### src/rtl/tiny_dnn_pkg.sv
// Shared types and widths for the tiny_dnn convolution datapath.
// Imported by the sequencer, its tap generator and the loop primitive users.
package tiny_dnn_pkg;

   localparam int ADDR_W = 12;
   localparam int WADR_W = 10;
   localparam int CH_W   = 4;

   typedef enum logic [1:0] {
      S_IDLE,
      S_RUN,
      S_HOLD,
      S_DRAIN
   } exec_state_t;

endpackage

### src/rtl/loop1.sv
// Single loop counter: counts 0..max, wraps to 0 on an increment at max.
// The last flag lets callers chain counters into a loop nest.
module loop1 #(
   parameter int W = 4
) (
   input  logic         clk,
   input  logic         rst,
   input  logic         inc,
   input  logic [W-1:0] max,
   output logic [W-1:0] cnt,
   output logic         last
);

   assign last = (cnt == max);

   // Advance on inc, wrapping after the terminal value.
   always_ff @(posedge clk or posedge rst) begin
      if (rst)
         cnt <= '0;
      else if (inc)
         cnt <= last ? '0 : cnt + 1'b1;
   end

endmodule

### src/rtl/tap_addr_gen.sv
// Inner ic/ky/kx loop of one window: incremental tap offset and tap index.
// Offset is ic*is + ky*iw + kx, built from running sums rather than products.
module tap_addr_gen
   import tiny_dnn_pkg::*;
(
   input  logic              clk,
   input  logic              rst,
   input  logic              inc,
   input  logic [CH_W-1:0]   id,
   input  logic [ADDR_W-1:0] is,
   input  logic [5:0]        iw,
   input  logic [3:0]        kw,
   input  logic [3:0]        kh,
   output logic [ADDR_W-1:0] off,
   output logic [WADR_W-1:0] ki,
   output logic              last
);

   logic [3:0]        kx;
   logic [3:0]        ky;
   logic [CH_W-1:0]   ic;
   logic              kx_l;
   logic              ky_l;
   logic              ic_l;
   logic              ky_inc;
   logic              ic_inc;
   logic [ADDR_W-1:0] krow;
   logic [ADDR_W-1:0] ch_base;

   assign ky_inc = inc & kx_l;
   assign ic_inc = ky_inc & ky_l;
   assign last   = kx_l & ky_l & ic_l;
   assign off    = ch_base + krow + {8'd0, kx};

   loop1 #(.W(4)) u_kx (
      .clk (clk),
      .rst (rst),
      .inc (inc),
      .max (kw),
      .cnt (kx),
      .last(kx_l)
   );

   loop1 #(.W(4)) u_ky (
      .clk (clk),
      .rst (rst),
      .inc (ky_inc),
      .max (kh),
      .cnt (ky),
      .last(ky_l)
   );

   loop1 #(.W(CH_W)) u_ic (
      .clk (clk),
      .rst (rst),
      .inc (ic_inc),
      .max (id),
      .cnt (ic),
      .last(ic_l)
   );

   // Running ky*iw, cleared when the kernel row loop wraps.
   always_ff @(posedge clk or posedge rst) begin
      if (rst)
         krow <= '0;
      else if (ky_inc)
         krow <= ky_l ? '0 : krow + {6'd0, iw};
   end

   // Running ic*is, cleared when the channel loop wraps.
   always_ff @(posedge clk or posedge rst) begin
      if (rst)
         ch_base <= '0;
      else if (ic_inc)
         ch_base <= ic_l ? '0 : ch_base + is;
   end

   // Tap index within the window, restarting after the last tap.
   always_ff @(posedge clk or posedge rst) begin
      if (rst)
         ki <= '0;
      else if (inc)
         ki <= last ? '0 : ki + 1'b1;
   end

endmodule

### src/rtl/conv_exec_ctrl.sv
// Per-sample convolution tap sequencer: windows oy/ox, taps via tap_addr_gen.
// Optional CONV_EXEC_CTRL_BACKPROP_EN adds a backprop port that reverses wa.
module conv_exec_ctrl
   import tiny_dnn_pkg::*;
#(
   parameter int LAT = 2
) (
   input  logic              clk,
   input  logic              rst,
`ifdef CONV_EXEC_CTRL_BACKPROP_EN
   input  logic              backprop,
`endif
   input  logic              s_init,
   input  logic              out_busy,
   input  logic [CH_W-1:0]   id,
   input  logic [ADDR_W-1:0] is,
   input  logic [5:0]        iw,
   input  logic [5:0]        ow,
   input  logic [5:0]        oh,
   input  logic [3:0]        kw,
   input  logic [3:0]        kh,
   output logic              exec,
   output logic [ADDR_W-1:0] ia,
   output logic [WADR_W-1:0] wa,
   output logic              k_init,
   output logic              k_fin,
   output logic              s_fin,
   output logic              busy
);

   exec_state_t       state;
   exec_state_t       nxt;
   logic              issue;
   logic [ADDR_W-1:0] off;
   logic [WADR_W-1:0] ki;
   logic              tap_last;
   logic              first_tap;
   logic              win0;
   logic              fin_tap;
   logic              win_inc;
   logic              oy_inc;
   logic [5:0]        ox;
   logic [5:0]        oy;
   logic              ox_l;
   logic              oy_l;
   logic [ADDR_W-1:0] row_base;
   logic [ADDR_W-1:0] win_base;
   logic [WADR_W-1:0] wa_nxt;
   logic [LAT:0]      ksr;
   logic [LAT:0]      ssr;

   assign first_tap = (ki == '0);
   assign win0      = (ox == '0) && (oy == '0);
   assign win_inc   = issue & tap_last;
   assign oy_inc    = win_inc & ox_l;
   assign fin_tap   = tap_last & ox_l & oy_l;
   assign win_base  = row_base + {6'd0, ox};
   assign busy      = (state != S_IDLE);
   assign k_fin     = ksr[LAT];
   assign s_fin     = ssr[LAT];

`ifdef CONV_EXEC_CTRL_BACKPROP_EN
   logic [WADR_W-1:0] t_cnt;

   // Rotated kernel index: T-1-ki, with T taken mod 2^WADR_W.
   always_comb begin
      t_cnt = (WADR_W'(id) + 1'b1)
            * (WADR_W'(kh) + 1'b1)
            * (WADR_W'(kw) + 1'b1);
      wa_nxt = backprop ? (t_cnt - 1'b1 - ki) : ki;
   end
`else
   assign wa_nxt = ki;
`endif

   tap_addr_gen u_tap (
      .clk (clk),
      .rst (rst),
      .inc (issue),
      .id  (id),
      .is  (is),
      .iw  (iw),
      .kw  (kw),
      .kh  (kh),
      .off (off),
      .ki  (ki),
      .last(tap_last)
   );

   loop1 #(.W(6)) u_ox (
      .clk (clk),
      .rst (rst),
      .inc (win_inc),
      .max (ow),
      .cnt (ox),
      .last(ox_l)
   );

   loop1 #(.W(6)) u_oy (
      .clk (clk),
      .rst (rst),
      .inc (oy_inc),
      .max (oh),
      .cnt (oy),
      .last(oy_l)
   );

   // Running oy*iw, advanced when the output row changes.
   always_ff @(posedge clk or posedge rst) begin
      if (rst)
         row_base <= '0;
      else if (oy_inc)
         row_base <= oy_l ? '0 : row_base + {6'd0, iw};
   end

   // State register.
   always_ff @(posedge clk or posedge rst) begin
      if (rst)
         state <= S_IDLE;
      else
         state <= nxt;
   end

   // Next state and tap issue; a tap that is the sample's last goes to DRAIN.
   always_comb begin
      nxt   = state;
      issue = 1'b0;
      unique case (state)
         S_IDLE: begin
            if (s_init) begin
               issue = 1'b1;
               nxt   = fin_tap ? S_DRAIN : S_RUN;
            end
         end
         S_RUN: begin
            if (first_tap && !win0 && out_busy) begin
               nxt = S_HOLD;
            end else begin
               issue = 1'b1;
               if (fin_tap)
                  nxt = S_DRAIN;
            end
         end
         S_HOLD: begin
            if (!out_busy) begin
               issue = 1'b1;
               nxt   = fin_tap ? S_DRAIN : S_RUN;
            end
         end
         S_DRAIN: begin
            if (s_fin)
               nxt = S_IDLE;
         end
         default: nxt = S_IDLE;
      endcase
   end

   // Registered tap outputs; addresses only move when a tap issues.
   always_ff @(posedge clk or posedge rst) begin
      if (rst) begin
         exec   <= 1'b0;
         k_init <= 1'b0;
         ia     <= '0;
         wa     <= '0;
      end else begin
         exec   <= issue;
         k_init <= issue & first_tap;
         if (issue) begin
            ia <= win_base + off;
            wa <= wa_nxt;
         end
      end
   end

   // MAC pipeline model: window-end and sample-end strobes delayed LAT cycles.
   always_ff @(posedge clk or posedge rst) begin
      if (rst) begin
         ksr <= '0;
         ssr <= '0;
      end else begin
         ksr[0] <= issue & tap_last;
         ssr[0] <= issue & fin_tap;
         for (int i = 1; i <= LAT; i++) begin
            ksr[i] <= ksr[i-1];
            ssr[i] <= ssr[i-1];
         end
      end
   end

endmodule

### config.mk
export PLATFORM = sky130hd
export DESIGN_NAME = conv_exec_ctrl
export DESIGN_NICKNAME = d
export VERILOG_FILES = /design/src/rtl/tiny_dnn_pkg.sv /design/src/rtl/loop1.sv /design/src/rtl/tap_addr_gen.sv /design/src/rtl/conv_exec_ctrl.sv
export SDC_FILE = /design/constraint.sdc
export NUM_CORES = 1
export LEC_CHECK = 0
export CAP_MARGIN = 20
export CORE_MARGIN = 5
export CORE_UTILIZATION = 50
export CTS_BUF_LIST = sky130_fd_sc_hd__clkbuf_8
export CTS_CLUSTER_DIAMETER = 40
export DETAILED_ROUTE_END_ITERATION = 7
export PLACE_DENSITY = 0.79
export SYNTH_ARGS = -nofsm -noshare
export SYNTH_HDL_FRONTEND = slang
export SYNTH_SLANG_ARGS = --single-unit
### constraint.sdc
create_clock -name clk -period 4.25 [get_ports clk]
set_input_delay 1.0625 -clock clk [delete_from_list [all_inputs] [get_ports clk]]
set_output_delay 1.0625 -clock clk [all_outputs]
set_load 0.005 [all_outputs]
==> metrics.yaml <==
final_cell_mix: "nand2_1 (108), dfrtp_1 (102), o21ai_0 (84), clkdlybuf4s50_1 (72), ha_1 (56)"
hold_viol: 0
syn_area_sq_um: 6900
syn_inst: 734
vdd_drop_max_uv: 344.3
die_x_um: 127.5
wl_met3_um: 849
initial_utilization: 0.5030
hpwl_um: 12360
hold_start: "ssr[1]"
r2r_start: "row_base[1]"
start_kind: "flip-flop"
finalCritPeriodShare: 0.9190
synth_seq_cells: 102
max-slew-margin-rel: 0.3327
path_cells: "fa_1 > fa_1 > fa_1 > ha_1 > fa_1 > a21oi_1 > o21ai_0 > a2bb2oi_1 > a221o_1 > xnor2_1 > a21oi_1"
synth_top_cell_by_area: "dfrtp_1"
coreArea_sq_um: 13720
slowest_stage: "fa_1"
path_clk_slew_ns: 0.10
finalWorstSetupSlack_ns: 0.3441
drtIter0Drc: 548
synth-async-reset-ratio: 1.000
layout_commonest_cell: "nand2_1"
status: "complete, no violations"
detail-route-antenna-nets: 0
dieArea_sq_um: 16250
fin_hold_ws_ns: 0.3560
clk_latency_ns: 0.38
p_total_mw: 4.569
fin_nets: 934
met2_wirelength_um: 7377
worst_slew_pin_slew_ns: 0.9981
min_to: "ssr[2]"
syn_to_final_growth_pct: 16.10
yosysWarnings: 0
synth_edf_count: 0
cap_violations: 0
critPathKind: "reg2reg"
portBuffers: 72
avgSynthCellArea_sq_um: 9.401
grt_max_degree: 55
slew_violations: 0
rrSetupSlack_ns: 0.34
hold_class: "reg2reg"
setup_viol: 0
ios: 73
min_path_cells: 0
vias: 5603
place_ws_ns: 0.3967
leakagePower_nw: 3.520
drt-wirelength-per-cell_um: 15.99
gp_congestion: 0.9457
grt_pass1_wl_um: 26850
ctsHoldBuffers: 0
finalNonFillerCells: 994
floorplan.rows: 43
synth_top_cell_area_share: 0.3699
arrival_ns: 4.15
synth.area.top_cells: "dfrtp_1 (37%), ha_1 (10%), fa_1 (6.7%), o21ai_0 (6.1%), nand2_1 (5.9%)"
place_inst: 978
finalCriticalPeriod_ns: 3.906
crit_path_max_fanout: 4
wirelength_um: 15900
cts_buffers: 9
crit_top_cell: "fa_1"
drive_gt1_frac: 0.05651
clkSinkCount: 102
overflow: 0
cts_htree_levels: 3
synth_fp_nets: 859
postCtsSetupBuffers: 0
yosys.cell_types.count: 65
power_density_nw_per_um2: 570.3
end_kind: "flip-flop"
track_usage: 0.2067
slowest_delay_ns: 0.59
cts_resized: 0
fin_worst_skew_ns: 0.01059
clock.fmax_mhz: 256.0
top_layer_used: "met4"
die_h_um: 127.5
cts_max_path_buffers: 2
fin_area_sq_um: 8011
r2r-end: "ia[11]"
place_area_sq_um: 7836
fin_util: 0.5839
dr.pass1.iters: 6
drc: 0
antenna_found_initial: 0
reg2reg_depth: 11
tns_ns: 0
via_per_inst: 5.637
grt_pass1_vias: 5475
required_ns: 4.50
rsz0062_at_grt: "false"
synthFlopType: "dfrtp_1"
wl_met1_um: 7138
n_antenna_cell: 0
cts_root_buf: "clkbuf_8"
yosysSeqAreaShare: 0.3699
cts_tree: "built"
-- sequential cells by signal, summed over array words and instances, names as in the netlist, 4 cells and up --
register and count:
ia 12, row_base 12, u_tap.ch_base 12, u_tap.krow 12, u_tap.ki 10, wa 10, u_ox.cnt 6, u_oy.cnt 6
u_tap.u_ic.cnt 4, u_tap.u_kx.cnt 4, u_tap.u_ky.cnt 4
-- cells by family (layout without fill, tap and decap cells) --
logic type / after synthesis / count (layout) / synth area share
muxes: 5 / 5 / 0.007253
adders and majority gates: 79 / 79 / 0.1683
DFF: 102 / 102 / 0.3699
xor gates and xnor gates: 55 / 55 / 0.06981
AOI/OAI and AO/OA: 196 / 196 / 0.1839
buffers and inverters: 69 / 149 / 0.04279
and+or+nand+nor: 228 / 228 / 0.1581
-- layer usage --
metal | vias up | track usage
met5 | - | 0
met3 | 35 | 0.03554
li1 | 2752 | -
met4 | 0 | 0.09968
met2 | 142 | 0.3264
met1 | 2674 | 0.2767
-- cell usage after synthesis (7+ instances only) --
library cell  instances
a21o_1                8
a21oi_1              35
buf_2                 8
dfrtp_1             102
fa_1                 23
ha_1                 56
inv_1                47
nand2_1             108
nand2b_1              7
nand3_1              21
nand4_1               7
nor2_1               32
nor3_1                7
o21ai_0              84
o31ai_1              20
or3_1                12
xnor2_1              39
xor2_1               16
-- how the worst max path moves through the flow --
stage                         to  depth (start not counted)              start  slack [ns]
after CTS                 ia[11]                         11        row_base[1]        0.37
after detailed placement  ia[11]                         11        row_base[1]        0.40
after global routing      ia[11]                         14  u_tap.u_kx.cnt[2]        0.13
final                     ia[11]                         11        row_base[1]        0.34
after global placement    ia[11]                         11        row_base[1]        0.52
after floorplan             exec                          1                rst        0.51
-- area by class of cell --
cell class	count	area [sq um]
Fill cell	1195	5708
Multi-Input combinational cell	563	4053
Sequential cell	102	2552
Timing Repair Buffer	83	815.8
Tap cell	180	225.2
Inverter	50	190.2
Clock buffer	10	137.6
Clock inverter	6	37.54
-- power by group --
group	switching (mW)	internal, mW	leakage, nW
clock	0.348	0.227	0.0953
sequential	0.263	1.24	1.27
combinational	1.31	1.18	2.16
-- worst max-delay path, delay by kind of cell, from the launching register on --
kind	cells	cell delay (ns)
adder cells (fa/ha/maj)	5	2.17
XOR/XNOR	1	0.17
AO/OA/AOI/OAI	5	0.97
flip-flops	1	0.47
Power figures use the tool's default switching activity.
